[src/rtl/serial_frame_rx_if.sv]
// Serial-in / byte-out bundle for serial_frame_rx.
// The master drives the bit stream and the slave (the receiver) drives the results.
interface serial_frame_rx_if;
  logic       din;
  logic       din_vld;
  logic [7:0] data_out;
  logic       data_valid;
  logic [7:0] byte_idx;
  logic       sync_det;
  logic       frame_done;
  logic       locked;
  logic [7:0] frame_cnt;

  modport master (
    output din, din_vld,
    input  data_out, data_valid, byte_idx, sync_det, frame_done, locked, frame_cnt
  );

  modport slave (
    input  din, din_vld,
    output data_out, data_valid, byte_idx, sync_det, frame_done, locked, frame_cnt
  );
endinterface

[src/rtl/serial_frame_rx.sv]
// Receiver that hunts for a sync word in a gated serial stream, then deserializes
// FRAME_LEN payload bytes MSB-first. Each completed byte is flagged with a one-cycle strobe.
module serial_frame_rx #(
  parameter logic [7:0]  SYNC_WORD = 8'hA5,
  parameter int unsigned FRAME_LEN = 4
) (
  input logic              sys_clk,
  input logic              sys_rst_n,
  serial_frame_rx_if.slave bus
);

  localparam logic [7:0] LastIdx = 8'(FRAME_LEN - 1);

  typedef enum logic [0:0] {StHunt, StPayload} state_e;

  state_e     state;
  // Only the seven most recent bits are stored; the incoming bit completes the byte.
  logic [6:0] win;
  logic [6:0] sh;
  logic [2:0] bit_cnt;
  logic [7:0] byte_cnt;

  always_ff @(posedge sys_clk or negedge sys_rst_n) begin
    if (!sys_rst_n) begin
      state          <= StHunt;
      win            <= '0;
      sh             <= '0;
      bit_cnt        <= '0;
      byte_cnt       <= '0;
      bus.data_out   <= '0;
      bus.data_valid <= 1'b0;
      bus.byte_idx   <= '0;
      bus.sync_det   <= 1'b0;
      bus.frame_done <= 1'b0;
      bus.locked     <= 1'b0;
      bus.frame_cnt  <= '0;
    end else begin
      bus.data_valid <= 1'b0;
      bus.sync_det   <= 1'b0;
      bus.frame_done <= 1'b0;
      if (bus.din_vld) begin
        unique case (state)
          StHunt: begin
            win <= {win[5:0], bus.din};
            if ({win, bus.din} == SYNC_WORD) begin
              state        <= StPayload;
              bus.locked   <= 1'b1;
              bus.sync_det <= 1'b1;
              bit_cnt      <= '0;
              byte_cnt     <= '0;
            end
          end
          StPayload: begin
            sh      <= {sh[5:0], bus.din};
            bit_cnt <= bit_cnt + 3'd1;
            if (bit_cnt == 3'd7) begin
              bus.data_out   <= {sh, bus.din};
              bus.byte_idx   <= byte_cnt;
              bus.data_valid <= 1'b1;
              byte_cnt       <= byte_cnt + 8'd1;
              if (byte_cnt == LastIdx) begin
                // Clearing the window forces the next sync to use 8 fresh bits.
                bus.frame_done <= 1'b1;
                bus.frame_cnt  <= bus.frame_cnt + 8'd1;
                bus.locked     <= 1'b0;
                state          <= StHunt;
                win            <= '0;
              end
            end
          end
          default: state <= StHunt;
        endcase
      end
    end
  end

endmodule
[src/flat_wrapper.sv]
// flat-port wrapper written by rule: the top's interface ports become plain ports
module serial_frame_rx_flat 
#(
  parameter logic [7:0]  SYNC_WORD = 8'hA5,
  parameter int unsigned FRAME_LEN = 4
)
  (sys_clk, sys_rst_n, bus_din, bus_din_vld, bus_data_out, bus_data_valid, bus_byte_idx, bus_sync_det, bus_frame_done, bus_locked, bus_frame_cnt);
  serial_frame_rx_if bus_i ();
  input logic sys_clk;
  input logic sys_rst_n;
  input wire logic [$bits(bus_i.din)-1:0] bus_din;
  input wire logic [$bits(bus_i.din_vld)-1:0] bus_din_vld;
  output wire logic [$bits(bus_i.data_out)-1:0] bus_data_out;
  output wire logic [$bits(bus_i.data_valid)-1:0] bus_data_valid;
  output wire logic [$bits(bus_i.byte_idx)-1:0] bus_byte_idx;
  output wire logic [$bits(bus_i.sync_det)-1:0] bus_sync_det;
  output wire logic [$bits(bus_i.frame_done)-1:0] bus_frame_done;
  output wire logic [$bits(bus_i.locked)-1:0] bus_locked;
  output wire logic [$bits(bus_i.frame_cnt)-1:0] bus_frame_cnt;
  assign bus_i.din = bus_din;
  assign bus_i.din_vld = bus_din_vld;
  assign bus_data_out = bus_i.data_out;
  assign bus_data_valid = bus_i.data_valid;
  assign bus_byte_idx = bus_i.byte_idx;
  assign bus_sync_det = bus_i.sync_det;
  assign bus_frame_done = bus_i.frame_done;
  assign bus_locked = bus_i.locked;
  assign bus_frame_cnt = bus_i.frame_cnt;
  serial_frame_rx #(.SYNC_WORD(SYNC_WORD), .FRAME_LEN(FRAME_LEN)) u_core (.sys_clk(sys_clk), .sys_rst_n(sys_rst_n), .bus(bus_i));
endmodule
[config.mk]
export PLATFORM = sky130hd
export DESIGN_NAME = serial_frame_rx_flat
export DESIGN_NICKNAME = d
export VERILOG_FILES = /design/src/rtl/serial_frame_rx_if.sv /design/src/rtl/serial_frame_rx.sv /design/src/flat_wrapper.sv
export SDC_FILE = /design/constraint.sdc
export NUM_CORES = 1
export LEC_CHECK = 0
export BUFFER_PORTS_ARGS = -buffer_cell sky130_fd_sc_hd__buf_2
export CAP_MARGIN = 20
export CORE_UTILIZATION = 50
export DETAILED_ROUTE_END_ITERATION = 7
export GPL_ROUTABILITY_DRIVEN = 0
export PLACE_DENSITY = 0.85
export SYNTH_ARGS = -nofsm -noshare
export SYNTH_HDL_FRONTEND = slang
export SYNTH_SLANG_ARGS = --single-unit
[constraint.sdc]
create_clock -name sys_clk -period 1.85 [get_ports sys_clk]
set_input_delay 0.37 -clock sys_clk [delete_from_list [all_inputs] [get_ports sys_clk]]
set_output_delay 0.37 -clock sys_clk [all_outputs]
set_load 0.05 [all_outputs]
==> parameters.txt <==
Parameter                              Value

Outcome
  Outcome    complete, no violations

Clocking
  Clock latency at the later pin of the worst-skew pair    310 ps
  Hold Buf Count CTS    0
  CTS tree    yes
  H-tree depth    2
  CTS root buffer    sky130_fd_sc_hd__clkbuf_8
  Total number of clock tree sinks    54
  CTS clock-pin slew for the worst setup and hold paths    90 ps
  Max Buffers Root-to-Sink    2
  Cts bufs inserted    5

Synth
  Main combinational cell family by area after synthesis    simple AND/OR/NAND/NOR gates
  Share of the synthesized area in compound gates (AO/OA/AOI/OAI)    0.0757
  Count of distinct cell types in the synthesized netlist    38
  Average size of a mapped cell    11.3 µm²
  Share of synthesized cell area in and, or, nand and nor gates    0.197
  Dominant register cell in the synthesized netlist    sky130_fd_sc_hd__dfrtp_1
  Synth warnings    0
  Synth Register Bits    54
  Synthesized Nets    210
  Adder-cell share of the synthesized area    0.0220
  Mapped Area    0.00228 mm²
  Cells after Synth    202
  Share of synthesized area spent on multiplexers    0.0538
  Sequential fraction of the synthesis area    0.593
  Share of flip-flops with an asynchronous set or reset after synthesis    1.00
  Post-synth EDFFs    0
  Synth Area in XOR/XNOR    0.0307

Route
  Via count normalized by instance count    5.35
  DRT Pass-1 Iters    4
  Detailed-route via count    1,606
  Total wirelength of the detailed-routed design    4.12 mm
  Initial detailed-routing violation count    77
  DRC Markers    0
  Wire length per cell after detailed routing    13.7 µm
  Remaining antenna violation count after routing    0

STA
  Final min period    1760 ps
  Fin. Hold Viols    0
  Post-route clock skew    7.33 ps
  Setup-violating endpoint count in the final report    0
  Final slew viol count    0
  Final TNS setup    0 ps
  Slew at the pin closest to its max-slew limit    389 ps
  Relative slew margins    0.740
  Peak clock frequency supported by timing    569 MHz
  Unrepaired setup endpoints after global routing    yes
  Period utilization    0.949

Global routing
  Total routing resource utilization after global routing    0.191
  Leftover overflow at the end of global routing    0
  Global-route wire length before repair    7.18 mm
  Maximum number of pins on one net before global-route repair    55
  Vias in the first global route    1,569
  Antenna violations before repair    0

Power
  Leakage    1.44 nW
  Maximum resistive drop on vdd    478 µV
  Power per cell area    803 mW/mm²

Floorplanning
  IO Count    32
  Overall die width    69.5 µm
  Die Area    0.00483 mm²
  Die extent in y    69.5 µm
  Core footprint    0.00435 mm²
  Initial cell density of the core    0.524
  Site Rows    24

Setup path
  Crit path largest cell delay    510 ps
  Startpoint Class    register
  Worst Path Max Fanout    5
  Endpoint kind of the worst setup timing path    register
  Worst Reg2Reg Path Length in Cells    4
  Path type of the worst setup path    reg2reg
  Series of cell instances along the critical path    ha_1 -> or4b_4 -> nor3_4 -> mux2_4
  Crit path max-delay cell type    sky130_fd_sc_hd__or4b_4
  Required time at the worst-slack endpoint    2050 ps
  Arrival time of data at the critical path endpoint    1960 ps

Final layout
  Leading cell types in the layout, fill and taps excluded    sky130_fd_sc_hd__nand2_1 (59), sky130_fd_sc_hd__dfrtp_1 (54), sky130_fd_sc_hd__buf_2 (31)
  Fraction of layout cells with a size suffix above 1    0.282
  Most common library cell in the layout ignoring fill and taps    sky130_fd_sc_hd__nand2_1
  Count of nets after finishing    255
  Area Overhead vs Synth    18.2%
  Core Util, Final    0.619
  Diode insertion count for antenna repair    0

Placed design
  HPWL after DPL    2.85 mm
  # port buffers    31

Worst hold path
  Class of the tightest hold or removal check    in2async

Flow run
  Number of maximum-capacitance constraint violations    0
==> cell families (layout without fill, tap and decap cells) <==
logic type / after synthesis / in the layout
AO/OA/AOI/OAI: 22 / 22
multiplexers: 11 / 11
adder cells (fa/ha/maj): 4 / 4
flip-flops: 54 / 54
AND/OR/NAND/NOR: 90 / 90
XOR/XNOR: 8 / 8
buffers and inverters: 13 / 59
==> cell type report <==
| type | count | area [µm²] |
|---|---|---|
| clock inverter | 1 | 30.0 |
| tap | 52 | 65.1 |
| timing repair buffer | 47 | 288 |
| multi-input combinational | 135 | 868 |
| inverter | 4 | 15.0 |
| sequential | 54 | 1350 |
| clock buffer | 7 | 76.3 |
| fill | 359 | 1660 |
==> where the power goes <==
part           internal, mW  total [mW]  switching [mW]
Clock                 0.405       0.768           0.363
Combinational        0.0615       0.128          0.0667
Sequential             1.23        1.27          0.0400
Total                  1.69        2.16           0.470
==> per-layer routing <==
metal | routed length (µm) | share of wire | GRT usage
met1 | 1820 | 0.44 | 0.242
met5 | 0 | 0 | 0
met3 | 172 | 0.042 | 0.0523
met4 | 97 | 0.024 | 0.0816
met2 | 2030 | 0.49 | 0.310
==> Yosys cell counts, types with 3 or more instances <==
cell type | count | area share
sky130_fd_sc_hd__a21oi_1 | 3 | 0.0066
sky130_fd_sc_hd__a22o_1 | 7 | 0.027
sky130_fd_sc_hd__buf_2 | 3 | 0.0066
sky130_fd_sc_hd__clkbuf_1 | 3 | 0.0049
sky130_fd_sc_hd__dfrtp_1 | 54 | 0.59
sky130_fd_sc_hd__ha_1 | 4 | 0.022
sky130_fd_sc_hd__inv_1 | 4 | 0.0066
sky130_fd_sc_hd__mux2_2 | 10 | 0.049
sky130_fd_sc_hd__nand2_1 | 59 | 0.097
sky130_fd_sc_hd__nand3_1 | 4 | 0.0088
sky130_fd_sc_hd__nand4_1 | 4 | 0.011
sky130_fd_sc_hd__nor2_1 | 5 | 0.0082
sky130_fd_sc_hd__nor3_1 | 5 | 0.011
sky130_fd_sc_hd__o2bb2ai_1 | 3 | 0.012
sky130_fd_sc_hd__xnor2_1 | 7 | 0.027
==> metrics by stage <==
stage | instances | cell area (µm²) | setup slack [ps] | total power [mW] | hold slack (ps)
2_1_floorplan | 202 | 2280 | 7.52 | 1.36 | 74.4
3_3_place_gp | 291 | 2580 | 122 | 1.41 | 383
3_5_place_dp | 291 | 2580 | 98.0 | 1.42 | 392
4_1_cts | 299 | 2680 | 82.8 | 2.19 | 48.4
5_1_grt | 300 | 2690 | -15.7 | 2.26 | 53.7
6_report | 300 | 2690 | 93.6 | 2.16 | 27.5
==> worst paths after layout <==
path | startpoint | end | slack [ps]
worst max-delay path | u_core.byte_cnt[1] | u_core.bus.frame_cnt[1] | 90
max in group asynchronous | sys_rst_n | u_core.bus.frame_cnt[3] | 1570
worst max register to register | u_core.byte_cnt[1] | u_core.bus.frame_cnt[1] | 90
worst min register to register | u_core.sh[6] | u_core.bus.data_out[7] | 470
min in group sys_clk | bus_din | u_core.bus.data_out[0] | 310
worst min-delay path | sys_rst_n | u_core.bus.data_out[4] | 30
==> state kept, by name, indices dropped and copies added (netlist names) <==
| signal | cells |
|---|---|
| u_core.state | 1 |
| u_core.sh | 7 |
| u_core.bus.frame_cnt | 8 |
| u_core.win | 7 |
| u_core.bit_cnt | 3 |
| u_core.bus.data_valid | 1 |
| u_core.bus.frame_done | 1 |
| u_core.byte_cnt | 8 |
| u_core.bus.byte_idx | 8 |
| u_core.bus.sync_det | 1 |
| u_core.bus.data_out | 8 |
| u_core.bus.locked | 1 |
==> what timing repair did <==
action / 4_1_cts / 5_1_grt
setup endpoints to repair: 0 / 1
buffers inserted: 0 / 1
gates resized for setup: 0 / 1
==> critical path: cells and delay by family (launching register included) <==
kind / cells / cell delay (ps)
flip-flops: 1 / 360
AND/OR/NAND/NOR: 2 / 800
multiplexers: 1 / 320
adder cells (fa/ha/maj): 1 / 160
(Power assumes the default switching activity.)
